--- src/rtl/bram_diff_stim.sv ---
// rtl/bram_diff_stim.sv - serial LFSR stimulus and readback signature generator for a BRAM harness
// Optional CRC-16 signature via BRAM_DIFF_STIM_MISR_EN; default is an 8-bit XOR signature.
module bram_diff_stim #(
  parameter logic [15:0] N_VEC = 16'd16,
  parameter logic [7:0]  SEED  = 8'hA5
) (
  input  logic        clk,
  input  logic        rst_n,
  input  logic        start,
  input  logic        dut_do,
  output logic        di,
  output logic        stb,
  output logic        busy,
  output logic        done,
  output logic [15:0] sig
);

  typedef enum logic [2:0] {S_IDLE, S_SHIFT, S_STROBE, S_DRAIN, S_FIN} state_t;

`ifdef BRAM_DIFF_STIM_MISR_EN
  localparam logic [15:0] SIG_INIT = 16'hFFFF;

  function automatic logic [15:0] sig_fold(input logic [15:0] s, input logic [7:0] b);
    logic [15:0] c;
    c = s;
    for (int i = 7; i >= 0; i--) begin
      c = {c[14:0], 1'b0} ^ (((c[15] ^ b[i]) == 1'b1) ? 16'h1021 : 16'h0000);
    end
    return c;
  endfunction
`else
  localparam logic [15:0] SIG_INIT = 16'h0000;

  // Upper byte is always zero in this mode, so a full-width XOR keeps it zero.
  function automatic logic [15:0] sig_fold(input logic [15:0] s, input logic [7:0] b);
    return s ^ {8'h00, b};
  endfunction
`endif

  state_t      state_q, state_d;
  logic [7:0]  lfsr_q, lfsr_d;
  logic [2:0]  bit_q, bit_d;
  logic [15:0] frame_q, frame_d;
  logic [7:0]  cap_q, cap_d;
  logic [15:0] sig_q, sig_d;
  logic [16:0] frame_inc;
  logic [7:0]  cap_byte;
  logic        capture;

  always_comb begin
    state_d   = state_q;
    lfsr_d    = lfsr_q;
    bit_d     = bit_q;
    frame_d   = frame_q;
    cap_d     = cap_q;
    sig_d     = sig_q;
    di        = 1'b0;
    stb       = 1'b0;
    busy      = 1'b0;
    done      = 1'b0;
    capture   = 1'b0;
    frame_inc = {1'b0, frame_q} + 17'd1;
    cap_byte  = {cap_q[6:0], dut_do};

    case (state_q)
      S_IDLE: begin
        if (start) begin
          sig_d   = SIG_INIT;
          lfsr_d  = SEED;
          frame_d = 16'd0;
          cap_d   = 8'd0;
          // An empty run still spends one busy cycle: a one-cycle DRAIN with capture disabled.
          if (N_VEC == 16'd0) begin
            state_d = S_DRAIN;
            bit_d   = 3'd7;
          end else begin
            state_d = S_SHIFT;
            bit_d   = 3'd0;
          end
        end
      end
      S_SHIFT: begin
        busy    = 1'b1;
        di      = lfsr_q[~bit_q];
        capture = (frame_q != 16'd0);
        bit_d   = bit_q + 3'd1;
        if (bit_q == 3'd7) begin
          state_d = S_STROBE;
        end
      end
      S_STROBE: begin
        busy    = 1'b1;
        stb     = 1'b1;
        lfsr_d  = {lfsr_q[6:0], 1'b0} ^ (lfsr_q[7] ? 8'h71 : 8'h00);
        frame_d = frame_inc[15:0];
        bit_d   = 3'd0;
        state_d = (frame_inc == {1'b0, N_VEC}) ? S_DRAIN : S_SHIFT;
      end
      S_DRAIN: begin
        busy    = 1'b1;
        capture = (N_VEC != 16'd0);
        bit_d   = bit_q + 3'd1;
        if (bit_q == 3'd7) begin
          state_d = S_FIN;
        end
      end
      S_FIN: begin
        done    = 1'b1;
        state_d = S_IDLE;
      end
      default: state_d = S_IDLE;
    endcase

    // Readback lags the stimulus by one frame; the byte is folded on its eighth bit.
    if (capture) begin
      cap_d = cap_byte;
      if (bit_q == 3'd7) begin
        sig_d = sig_fold(sig_q, cap_byte);
      end
    end
  end

  always_ff @(posedge clk or negedge rst_n) begin
    if (!rst_n) begin
      state_q <= S_IDLE;
      lfsr_q  <= SEED;
      bit_q   <= 3'd0;
      frame_q <= 16'd0;
      cap_q   <= 8'd0;
      sig_q   <= SIG_INIT;
    end else begin
      state_q <= state_d;
      lfsr_q  <= lfsr_d;
      bit_q   <= bit_d;
      frame_q <= frame_d;
      cap_q   <= cap_d;
      sig_q   <= sig_d;
    end
  end

  assign sig = sig_q;

endmodule

--- config.mk ---
export PLATFORM = sky130hd
export DESIGN_NAME = bram_diff_stim
export DESIGN_NICKNAME = d
export VERILOG_FILES = /design/src/rtl/bram_diff_stim.sv
export SDC_FILE = /design/constraint.sdc
export NUM_CORES = 1
export LEC_CHECK = 0
export ABC_CLOCK_PERIOD_IN_PS = 2500
export CAP_MARGIN = 10
export CORE_MARGIN = 1
export CORE_UTILIZATION = 50
export DETAILED_ROUTE_END_ITERATION = 16
export PLACE_DENSITY = 0.71
export SLEW_MARGIN = 0
export SYNTH_ARGS = -nofsm -noshare
export SYNTH_HDL_FRONTEND = slang
export SYNTH_SLANG_ARGS = --single-unit
--- constraint.sdc ---
create_clock -name clk -period 2.5 [get_ports clk]
set_input_delay 0.625 -clock clk [delete_from_list [all_inputs] [get_ports clk]]
set_output_delay 0.625 -clock clk [all_outputs]
set_load 0.005 [all_outputs]
==> metrics.txt, run 1 <==
DR vias about 2100; starting density of the core 0.5237; Cells after Synth around 280; GRT Total Usage 0.2100; Synth Area in XOR/XNOR 0.02587; number of placement rows 26; sum of negative setup slack 0 ns; adder-cell share of the synthesized area 0.01848; Post-Route WL about 5600 µm; io pins 24; status finished clean; Max Clk Rate between 400 and 500 MHz; Bufs on Longest Clock Path 2; Synth Flop Type dfrtp_1; antenna-violating nets left 0; Area Growth Syn to Fin 13.72%; mux share of post-synthesis cell area 0.04988; Slew @ Worst Pin 0.6691 ns; # nets final roughly 310; syn avg cell area 9.606 µm²; Final Non-Filler Cells between 300 and 400; Util after Layout 0.5955; worst setup path category flip-flop to primary output; largest family of logic cells by synthesized area simple AND/OR/NAND/NOR gates; 1st-pass router iterations 4; Leak around 1.4 nW; Placed Instances 360; Root Driver clkbuf_8; RSZ-0062 raised after global routing false; grt total ovfl 0; via count of the first global-routing pass 1844; Peak VDD IR 0.4635 mV; DIE WIDTH ~76 µm; CTS sink cnt 53; Worst slew margin 0.5539; CTS H-tree depth 2; Layout Skew 0.008242 ns; post-layout instance area 0.003080 mm²; Skew-Pair Late Insertion Delay 0.31 ns; Post-DP Area around 0.003 mm²; largest net degree at the start of global routing 54; Post-synth EDFFs 0; I/O Buffers 23; critical path required time 1.88 ns; Slew Viols, Final 0; synthesized area between 0.002 and 0.003 mm²; Final Hold Viols 0; Post-route DRC 0; initial antenna violation count 0; GP Congestion just under 0.9; Final Cycle Share 0.9773; first-pass GRT wire length roughly 9000 µm; sequential share of the synthesized area 0.4915; routed length per instance 15.01 µm; Core Area 0.005172 mm²; layout cells sized above 1 0.1096; Die Height around 76 µm; vias per cell between 5 and 6; ant diodes 0; Setup violations, final 0; synthesized flop and latch total between 50 and 60; hold_ws around 0.44 ns; Hold WC Path Type primary input to asynchronous set/reset pin; TritonCTS Buffers 5; Netlist cell types 48; CP startpoint kind flip-flop; final critical-path required period around 2.4 ns; Arr. time, crit path roughly 1.8 ns; largest cells by area after synthesis dfrtp_1, nand2_1, o21ai_0; # hold bufs at CTS 0; Yosys Warn Count 0; max-cap violation count 0; Max FO, Critical Path 18; top cell type's share of synthesized area 0.4527; post-synthesis compound-gate area fraction 0.1501; synthesized net count between 200 and 300; die area ~0.0057 mm²; CTS tree built; asr flop ratio synth 1.000; CTS clock-pin slew for the worst setup and hold paths approximately 0.1 ns; largest area contributor in the netlist dfrtp_1; Iter 0 DRT Violations 222; placed wire-length estimate between 3000 and 4000 µm; Pwr Density roughly 1000 mW/mm²; CP Capture Type primary output; Simple-Gate Fraction of Synth Area 0.2037
-- sequential cells by signal, indices dropped and copies added, names as in the netlist --
name,cells
cap_q,7
state_q,3
frame_q,16
lfsr_q,8
sig,16
bit_q,3
-- through the flow --
| stage | setup WS (ns) | power, mW |
|---|---|---|
| after global routing | 0.004844 | 3.408 |
| after floorplan | 0.6721 | 2.242 |
| final | 0.05670 | 3.160 |
| after global placement | 0.1891 | 2.605 |
| after detailed placement | 0.1460 | 2.660 |
| after CTS | 0.01813 | 3.170 |
-- what timing repair did --
item	in CTS	in global routing
resized for setup	3	1
setup buffers	2	1
setup endpoints to repair	2	1
cloned	0	0
-- cells in the final DEF, fill, tap and decap left out, drive strengths merged, types with 4 or more instances in the layout --
master,netlist,final
a21oi,5,5
a22o,5,5
and2,10,10
and4,4,4
buf,13,10
clkbuf,8,5
clkdlybuf4s50,0,21
dfrtp,49,49
dfstp,4,4
ha,4,4
inv,11,12
mux2i,9,9
nand2,43,43
nand3,16,16
nand4,7,7
nor2,10,10
nor3,6,6
o21ai,33,33
xnor2,5,5
-- cells in the mapped netlist (4+ instances only) --
master    number
dfrtp_1       49
clkbuf_1       8
nor3_1         5
and2_1        10
buf_2         10
dfstp_2        4
xnor2_1        5
a21oi_1        5
o21ai_1       10
o21ai_0       23
mux2i_1        9
a22o_1         5
nand4_1        7
inv_1         11
nand2_1       43
nor2_1        10
ha_1           4
nand3_1       15
-- routing by layer --
layer | GRT usage | wire length, µm | up-vias
li1 | - | - | 1032
met2 | 0.3254 | 2537 | 51
met4 | 0.04938 | 53 | 0
met1 | 0.3066 | 2707 | 1024
met3 | 0.03968 | 269 | 5
met5 | 0 | 0 | -
-- worst paths after layout --
kind / startpoint / endpoint / slack [ns] / cells after the start
setup / recovery: state_q[0] / stb / 0.06 / 3
hold / removal: rst_n / bit_q[1] / 0.44 / 2
setup reg to reg: frame_q[2] / state_q[1] / 0.48 / 5
hold reg to reg: sig[6] / sig[6] / 0.48 / 1
max in group asynchronous: rst_n / state_q[0] / 1.59 / 2
min in group clk: sig[6] / sig[6] / 0.48 / 1
-- critical path: stages, from the launching register on --
cell             delay [ns]
dfrtp_2                0.45
or3b_4                 0.44
clkinv_8               0.12
clkdlybuf4s50_1        0.50
-- power breakdown --
group          internal (mW)  leakage (nW)  switching, mW  total, mW
combinational          0.611         0.635          0.596       1.21
sequential              1.15         0.687          0.310       1.46
clock                  0.203        0.0447          0.292      0.495
-- logic make-up after synthesis --
kind of cell             count (synthesis)
multiplexers                            11
AO/OA/AOI/OAI                           64
buffers and inverters                   33
flip-flops                              53
XOR/XNOR                                 8
AND/OR/NAND/NOR                        109
adder cells (fa/ha/maj)                  4
-- area by class of cell --
type,count,area (µm²)
multi-input combinational,196,1216
timing repair buffer,32,291.5
fill,454,2092
tap,70,87.58
inverter,12,57.56
clock inverter,3,25.02
sequential,53,1334
clock buffer,5,68.82
No activity file was read; power rests on OpenSTA's default activity.
==> run 2, diff against run 1 <==
Settings changed: HOLD_SLACK_MARGIN set to 0.02.
==> results of run 2 <==
The final DEF is identical to that of run 1; final timing and power are the same.
